`src/rtl/snoop_pkt_stats_ctrl.sv`:
```
// Passive AXI-Stream packet statistics tap with a record FIFO.
// Optional keep-pattern checking is enabled by defining SNOOP_KEEP_CHECK_EN.
module snoop_pkt_stats_ctrl #(
   parameter int unsigned TDATA_WIDTH = 64,
   parameter int unsigned TKEEP_WIDTH = TDATA_WIDTH/8,
   parameter int unsigned LEN_WIDTH   = 16,
   parameter int unsigned FIFO_DEPTH  = 4
) (
   input  logic                   clk,
   input  logic                   aresetn,
   input  logic                   mon_tvalid,
   input  logic                   mon_tready,
   input  logic [TKEEP_WIDTH-1:0] mon_tkeep,
   input  logic                   mon_tlast,
   output logic                   rec_valid,
   input  logic                   rec_ready,
   output logic [LEN_WIDTH-1:0]   rec_len,
   output logic [LEN_WIDTH-1:0]   rec_flits,
   output logic                   rec_err,
   output logic [31:0]            pkt_count,
   output logic [15:0]            drop_count
);

   localparam int unsigned AW = $clog2(FIFO_DEPTH);

   localparam logic [LEN_WIDTH-1:0] LEN_ONE = LEN_WIDTH'(1);
   localparam logic [AW:0]          PTR_ONE = (AW+1)'(1);

   typedef enum logic {
      S_IDLE,
      S_IN_PKT
   } state_t;

   typedef struct packed {
      logic [LEN_WIDTH-1:0] len;
      logic [LEN_WIDTH-1:0] flits;
`ifdef SNOOP_KEEP_CHECK_EN
      logic                 err;
`endif
   } rec_t;

   state_t               state;
   logic [LEN_WIDTH-1:0] acc_len;
   logic [LEN_WIDTH-1:0] acc_flits;

   logic                 beat_acc;
   logic                 pkt_done;
   logic                 in_pkt;
   logic [LEN_WIDTH:0]   beat_bytes;
   logic [LEN_WIDTH:0]   sum_len;
   logic [LEN_WIDTH-1:0] cur_len;
   logic [LEN_WIDTH-1:0] cur_flits;
   logic [LEN_WIDTH-1:0] nxt_len;
   logic [LEN_WIDTH-1:0] nxt_flits;

   rec_t                 push_rec;
   rec_t                 head;
   rec_t                 mem [FIFO_DEPTH];
   logic [AW:0]          wr_ptr;
   logic [AW:0]          rd_ptr;
   logic                 fifo_full;
   logic                 fifo_empty;
   logic                 pop;
   logic                 push_ok;
   logic                 drop;

   assign beat_acc = mon_tvalid & mon_tready;
   assign pkt_done = beat_acc & mon_tlast;
   assign in_pkt   = (state == S_IN_PKT);

   // A beat seen in IDLE always starts from empty accumulators.
   assign cur_len   = in_pkt ? acc_len   : '0;
   assign cur_flits = in_pkt ? acc_flits : '0;

   // Byte count of the current beat is the popcount of keep.
   always_comb begin
      beat_bytes = '0;
      for (int i = 0; i < TKEEP_WIDTH; i++) begin
         beat_bytes = beat_bytes + {{LEN_WIDTH{1'b0}}, mon_tkeep[i]};
      end
   end

   // Saturating next-value computation for both accumulators.
   always_comb begin
      sum_len   = {1'b0, cur_len} + beat_bytes;
      nxt_len   = sum_len[LEN_WIDTH] ? '1 : sum_len[LEN_WIDTH-1:0];
      nxt_flits = (&cur_flits) ? cur_flits : cur_flits + LEN_ONE;
   end

`ifdef SNOOP_KEEP_CHECK_EN
   localparam logic [TKEEP_WIDTH-1:0] KEEP_ONE = TKEEP_WIDTH'(1);

   logic                   acc_err;
   logic                   cur_err;
   logic                   nxt_err;
   logic                   beat_err;
   logic                   keep_lo;
   logic                   keep_hi;
   logic [TKEEP_WIDTH-1:0] keep_inv;

   // Legal keep: zero, a run of ones from bit 0, or a run ending at the MSB.
   always_comb begin
      keep_inv = ~mon_tkeep;
      keep_lo  = ((mon_tkeep & (mon_tkeep + KEEP_ONE)) == '0);
      keep_hi  = ((keep_inv & (keep_inv + KEEP_ONE)) == '0);
      beat_err = ~(keep_lo | keep_hi);
      cur_err  = in_pkt & acc_err;
      nxt_err  = cur_err | beat_err;
   end

   // Sticky per-packet error flag.
   always_ff @(posedge clk or negedge aresetn) begin
      if (!aresetn) begin
         acc_err <= 1'b0;
      end else if (beat_acc) begin
         acc_err <= mon_tlast ? 1'b0 : nxt_err;
      end
   end
`endif

   // Packet framing FSM with byte/flit accumulators.
   always_ff @(posedge clk or negedge aresetn) begin
      if (!aresetn) begin
         state     <= S_IDLE;
         acc_len   <= '0;
         acc_flits <= '0;
      end else if (beat_acc) begin
         if (mon_tlast) begin
            state     <= S_IDLE;
            acc_len   <= '0;
            acc_flits <= '0;
         end else begin
            state     <= S_IN_PKT;
            acc_len   <= nxt_len;
            acc_flits <= nxt_flits;
         end
      end
   end

   // Record built from the completing beat's totals.
   always_comb begin
      push_rec       = '0;
      push_rec.len   = nxt_len;
      push_rec.flits = nxt_flits;
`ifdef SNOOP_KEEP_CHECK_EN
      push_rec.err   = nxt_err;
`endif
   end

   assign fifo_empty = (wr_ptr == rd_ptr);
   assign fifo_full  = (wr_ptr[AW] != rd_ptr[AW]) &&
                       (wr_ptr[AW-1:0] == rd_ptr[AW-1:0]);
   assign pop        = rec_valid & rec_ready;
   assign push_ok    = pkt_done & (~fifo_full | pop);
   assign drop       = pkt_done & fifo_full & ~pop;

   // Record FIFO storage; a full-FIFO push with a pop reuses the head slot.
   always_ff @(posedge clk or negedge aresetn) begin
      if (!aresetn) begin
         for (int i = 0; i < FIFO_DEPTH; i++) begin
            mem[i] <= '0;
         end
      end else if (push_ok) begin
         mem[wr_ptr[AW-1:0]] <= push_rec;
      end
   end

   // FIFO read/write pointers with wrap bit.
   always_ff @(posedge clk or negedge aresetn) begin
      if (!aresetn) begin
         wr_ptr <= '0;
         rd_ptr <= '0;
      end else begin
         if (push_ok) begin
            wr_ptr <= wr_ptr + PTR_ONE;
         end
         if (pop) begin
            rd_ptr <= rd_ptr + PTR_ONE;
         end
      end
   end

   assign head      = mem[rd_ptr[AW-1:0]];
   assign rec_valid = ~fifo_empty;
   assign rec_len   = rec_valid ? head.len   : '0;
   assign rec_flits = rec_valid ? head.flits : '0;

`ifdef SNOOP_KEEP_CHECK_EN
   assign rec_err   = rec_valid & head.err;
`else
   assign rec_err   = 1'b0;
`endif

   // Completed-packet counter (wraps) and drop counter (saturates).
   always_ff @(posedge clk or negedge aresetn) begin
      if (!aresetn) begin
         pkt_count  <= '0;
         drop_count <= '0;
      end else begin
         if (pkt_done) begin
            pkt_count <= pkt_count + 32'd1;
         end
         if (drop && (drop_count != 16'hFFFF)) begin
            drop_count <= drop_count + 16'd1;
         end
      end
   end

endmodule

```
`config.mk`:
```
export PLATFORM = sky130hd
export DESIGN_NAME = snoop_pkt_stats_ctrl
export DESIGN_NICKNAME = d
export VERILOG_FILES = /design/src/rtl/snoop_pkt_stats_ctrl.sv
export SDC_FILE = /design/constraint.sdc
export NUM_CORES = 1
export LEC_CHECK = 0
export ABC_AREA = 1
export BUFFER_PORTS_ARGS = -buffer_cell sky130_fd_sc_hd__buf_4
export CAP_MARGIN = 40
export CORE_MARGIN = 10
export CORE_UTILIZATION = 55
export CTS_CLUSTER_SIZE = 20
export DETAILED_ROUTE_END_ITERATION = 10
export PLACE_DENSITY_LB_ADDON = 0.08
export SETUP_SLACK_MARGIN = 0.15
export SKIP_CTS_REPAIR_TIMING = 1
export SYNTH_ARGS = -nofsm -noshare
export SYNTH_HDL_FRONTEND = slang
export SYNTH_SLANG_ARGS = --single-unit
```
`constraint.sdc`:
```
create_clock -name clk -period 3.9 [get_ports clk]
set_clock_uncertainty 0.1 [all_clocks]
set_input_delay 0.78 -clock clk [delete_from_list [all_inputs] [get_ports clk]]
set_output_delay 0.78 -clock clk [all_outputs]
set_load 0.02 [all_outputs]
```
-- Yosys cells after proc, flatten, opt, wreduce, memory -nomap -nowiden
Index checks and enable logic that the tools add are counted.
- add/sub/neg operators: 13
- equal/unequal tests: 4
- bitwise logic cells: 12
- reductions and logical operators: 4
- magnitude comparators: 3
- muxes and demuxes: 15
- operator list (kind ; count):
    bitwise mux 128 bit ; 1
    two-way mux 16 bit ; 8
    two-way mux 32 bit ; 3
    binary-select mux 32 bit (select 2 bit) ; 1
    demux 32 bit (select 2 bit) ; 1
    adder 16 x 1 -> 16 bit (second input constant) ; 2
    adder 32 x 1 -> 32 bit (second input constant) ; 1
    adder 16 x 8 -> 17 bit ; 1
    inequality test 16 bit (second input constant) ; 1
    AND reduction 16 bit ; 1
    adder 7 x 1 -> 8 bit ; 1
    adder 6 x 1 -> 7 bit ; 1
    adder 3 x 1 -> 3 bit (second input constant) ; 2
    adder 5 x 1 -> 6 bit ; 1
    AND 1 bit ; 6
    >= comparator 3 bit (second input constant) ; 2
    inverter 2 -> 3 bit ; 2
    adder 4 x 1 -> 5 bit ; 1
    adder 3 x 1 -> 4 bit ; 1
    adder 2 x 1 -> 3 bit ; 1
    equality test 3 bit ; 1
    logical AND 1 bit ; 3
    less-than comparator 3 x 1 -> 1 bit (second input constant) ; 1
    inverter 1 bit ; 3
    other kinds (5) ; 5
- output and inout bits: 82
- register bits after elaboration: 215
- input bits: 14

-- Depth between registers and ports, before layout
- word-level depth: 10
- depth in mapped cells: 17
- depth with buffers taken out: 15

-- Worst setup path after synthesis
No wires, ideal clock.
- kind: input-to-reg
- start point: input mon_tkeep[0]
- end point: register mem[126] (netlist name)
- stages: 14
- setup slack: -0.177 ns
- arrival: 3.861 ns
- library setup time: 0.116 ns
- data required time: 3.684 ns
- cells stage by stage: fa_1 > inv_1 > fa_1 > fa_1 > fa_1 > inv_1 > fa_1 > a21oi_1 > nor2_4 > nand3_4 > buf_12 > nand3_4 > nand2_1 > nand2_1
- word-level cells in the longest chain between the ends: 10
- RTL lines (what ; RTL line ; source):
    start: declaration ; 13 ; input logic [TKEEP_WIDTH-1:0] mon_tkeep,
    adder 1 x 1 -> 2 bit ; 79 ; beat_bytes = beat_bytes + {{LEN_WIDTH{1'b0}}, mon_tkeep[i]};
    adder 2 x 1 -> 3 bit ; 79 ;
    adder 3 x 1 -> 4 bit ; 79 ;
    adder 4 x 1 -> 5 bit ; 79 ;
    adder 5 x 1 -> 6 bit ; 79 ;
    adder 6 x 1 -> 7 bit ; 79 ;
    adder 7 x 1 -> 8 bit ; 79 ;
    adder 16 x 8 -> 17 bit ; 85 ; sum_len = {1'b0, cur_len} + beat_bytes;
    two-way mux 16 bit ; 86 ; nxt_len = sum_len[LEN_WIDTH] ? '1 : sum_len[LEN_WIDTH-1:0];
    bitwise mux 128 bit ; 164 ; mem[wr_ptr[AW-1:0]] <= push_rec;
    end signal: indexed assignment ; 164 ;
    end: declaration ; 58 ; rec_t mem [FIFO_DEPTH];
No other way between the ends.
A chain may end at the register's enable or synchronous reset.

-- Worst setup path in the final report
- start point: input mon_tkeep[0]
- end point: register mem[81] (netlist name)
Same word-level chain as after synthesis.

==> summary.txt <==
CTS
  • Clk sink count: between 200 and 250
  • TritonCTS clock tree: yes
  • Deepest level of the CTS H-tree: 1
  • Deepest clock path buffer count: 3
  • Root Buffer: sky130_fd_sc_hd__clkbuf_16
  • CTS clk-pin slew, worst paths: ~0.06 ns
  • Clock network latency to the later pin of the worst-skew pair: 0.52 ns
  • CTS buffer count: 25

Setup path
  • Cell-by-cell listing of the critical path: buf_4 > fa_1 > inv_1 > fa_1 > fa_1 > fa_1 > inv_2 > fa_2 > a21oi_4 > nor2_4 > nand3_4 > buf_4 > nand2_4 > nand2_1 > o21ai_2
  • Count of buffer and inverter cells on the critical path: 4
  • Crit-path max FO: 8
  • Destination of the critical timing path: mem[81]
  • Critical register-to-register path endpoint: mem[81]
  • Number of cells on the critical path: 15
  • Endpoint type of the worst setup path: flop
  • Worst path max stage delay: 0.53 ns
  • Most numerous cell on the critical path: sky130_fd_sc_hd__fa_1
  • CP Class: primary input to flop
  • Critical path's slowest cell: sky130_fd_sc_hd__fa_1
  • Family with the most delay on the worst path: adder cells
  • Required time reported for the critical path endpoint: 4.24 ns
  • Reg-to-reg critical path startpoint: in_pkt
  • Launching element of the worst setup path: mon_tkeep[0]
  • Depth of the most critical reg-to-reg path: 13
  • Worst setup slack for register-to-register paths: 0.76 ns
  • Startpoint kind of the worst setup timing path: primary input
  • Arrival time worst endpoint: 3.96 ns

Synth
  • Most instantiated library cell after synthesis: sky130_fd_sc_hd__nand2_1
  • Syn_area_per_cell: 7.43 sq um
  • Number of nets in the synthesized netlist: 1,657
  • Yosys warns: 0
  • Cell type with the highest aggregate area in the netlist: sky130_fd_sc_hd__dfrtp_1
  • Number of enable-type register cells in the synthesized netlist: 0
  • Sequential fraction of the synthesis area: between 40% and 50%
  • Synth async-reset ratio: 100%
  • Synth top area share: 44.6%
  • Post-synthesis instance area: 12,100 sq um
  • Cell types with the largest area share after synthesis: sky130_fd_sc_hd__dfrtp_1, sky130_fd_sc_hd__nand2_1, sky130_fd_sc_hd__inv_1, sky130_fd_sc_hd__nor2_1, sky130_fd_sc_hd__o21ai_0
  • Post-synthesis register bit count: 215
  • Distinct cell type count of the synthesized netlist: 39
  • Dominant synthesized flop cell: sky130_fd_sc_hd__dfrtp_1
  • Synth top cells by count: sky130_fd_sc_hd__nand2_1, sky130_fd_sc_hd__dfrtp_1, sky130_fd_sc_hd__inv_1
  • Post-Synthesis Cells: 1,624

Floorplan
  • Effective utilization at floorplan: 55.7%
  • Core outline area: about 22,000 sq um
  • Die area: 28,300 sq um
  • Die width: 168 um
  • Height of the die: between 150 and 200 um
  • Io pins: 96
  • Number of rows created at floorplan: 54

Drt
  • Length of the first detailed-routing pass in iterations: 5
  • Number of remaining DRC errors: 0
  • Antenna Violating Nets Remaining: 0
  • Via-per-instance ratio: 5.20
  • Initial drt markers: 750
  • Wirelength, routed: 31,100 um
  • Number of vias in the routed layout: 10,500
  • Average wire per standard cell: ~15 um

GRT
  • First-pass GRT wire length: ~52,000 um
  • Initial antenna violation count: 0
  • Number of global-route vias before repair: approximately 10,000
  • Maximum number of pins on one net before global-route repair: 72
  • GR Overflow Total: 0
  • Global Route Usage Sum: between 20% and 30%

Cells and area
  • Share of cells above drive strength 1: 14.4%
  • Utilization of the core after routing: 64.3%
  • Net count reported at finish: 1,751
  • Final Instance Area: 13,900 sq um
  • Total inserted antenna cells: 0
  • Synth-to-Final Area Change: 15.5%

Power and ir drop
  • Worst IR drop on VDD: 0.456 mV
  • Pleak: 7.56 nW
  • PD cells: 603 nW/um^2

Run status
  • Run status: finished clean

Timing
  • Minimum clock period after layout: 3.62 ns
  • Final-layout worst hold slack: 0.108 ns
  • Final cycle utilization of the critical path: around 93%
  • Pins Over Slew Limit: 0
  • Fmax achieved: 277 MHz
  • Worst-margin pin slew: 0.823 ns
  • Tightest slew margin relative to the limit: between 40% and 50%
  • Final number of setup-violating endpoints: 0
  • Number of endpoints with negative hold slack in the final report: 0
  • Setup repair after global routing missed its margin: yes

Placement
  • Placer's final routability congestion estimate: 0.880
  • Port bufs: 94
  • HPWL after detailed placement: 20,600 um
  • Cell area after placement: 13,100 sq um

Run
  • Max-cap viol count: 0

Min path
  • Class of the most critical hold timing path: primary input to async pin
metrics by stage:
step,instances,TNS (ns),power [mW],setup WS (ns)
floorplan,1624,0,4.82,0.0676
global placement,1966,-10.60,6.02,-0.180
detailed placement,1968,-15.22,6.07,-0.245
CTS,2012,0,8.48,0.293
global route,2015,0,8.96,0.144
finish,2015,0,8.41,0.284
worst min-delay path by stage:
stage,startpoint,to,slack (ns),cells past startpoint
after floorplan,mem[100],mem[100],0.34,2
after detailed placement,mem[100],mem[100],0.35,2
final,aresetn,mem[83],0.11,1
after CTS,aresetn,mem[83],0.13,1
after global routing,aresetn,mem[49],0.14,1
after global placement,mem[3],mem[3],0.35,2
state kept, by name, summed over array words and instances, names as in the netlist:
signal	flops
acc_len	16
drop_count	16
acc_flits	16
wr_ptr	3
pkt_count	32
in_pkt	1
mem	128
rd_ptr	3
kinds of logic (layout without fill, tap and decap cells):
| kind of cell | after synthesis | count (layout) | share of synthesized area, % |
|---|---|---|---|
| buffers and inverters | 218 | 329 | 7.92 |
| DFF | 215 | 215 | 44.6 |
| other | 1 | 1 | 0.0311 |
| adders and majority gates | 19 | 19 | 2.28 |
| xor gates and xnor gates | 48 | 48 | 3.54 |
| and+or+nand+nor | 982 | 982 | 35.2 |
| AOI/OAI and AO/OA | 141 | 141 | 6.50 |
per-layer routing:
layer | up-vias | global-route usage [%] | wire [um]
met5 | - | 0 | 0
met4 | 0 | 5.00 | 454
met3 | 36 | 3.56 | 1810
met2 | 262 | 36.2 | 15100
met1 | 4971 | 29.1 | 13700
li1 | 5215 | - | -
worst reg2reg max path, stage by stage (launching register included):
cell,delay (ns)
sky130_fd_sc_hd__dfrtp_1,0.40
sky130_fd_sc_hd__nand2_1,0.09
sky130_fd_sc_hd__fa_1,0.50
sky130_fd_sc_hd__fa_1,0.43
sky130_fd_sc_hd__fa_1,0.40
sky130_fd_sc_hd__inv_2,0.08
sky130_fd_sc_hd__fa_2,0.24
sky130_fd_sc_hd__a21oi_4,0.08
sky130_fd_sc_hd__nor2_4,0.14
sky130_fd_sc_hd__nand3_4,0.15
sky130_fd_sc_hd__buf_4,0.21
sky130_fd_sc_hd__nand2_4,0.09
sky130_fd_sc_hd__nand2_1,0.07
sky130_fd_sc_hd__o21ai_2,0.08
area by class of cell:
type | instances | area (sq um)
Inverter | 153 | 574
Sequential cell | 215 | 5380
Clock buffer | 34 | 709
Multi-Input combinational cell | 1191 | 5770
Fill cell | 1939 | 7740
Clock inverter | 10 | 128
Timing Repair Buffer | 132 | 1030
Tap cell | 280 | 350
power by group:
group          switching (mW)  internal (mW)  total [mW]  leakage, nW
combinational            2.14           1.19        3.33         4.26
sequential              0.178           2.52        2.70         2.89
clock                   0.924           1.46        2.39        0.415
layout by cell type (no fill, tap or decap), drive strengths merged, types with 25 or more instances in the layout:
cell type and n:
buf 132, clkbuf 34, dfrtp 215, inv 152, nand2 723, nand3 80
nor2 135, o21ai 93, xnor2 25
No activity file was read; power rests on OpenSTA's default activity.
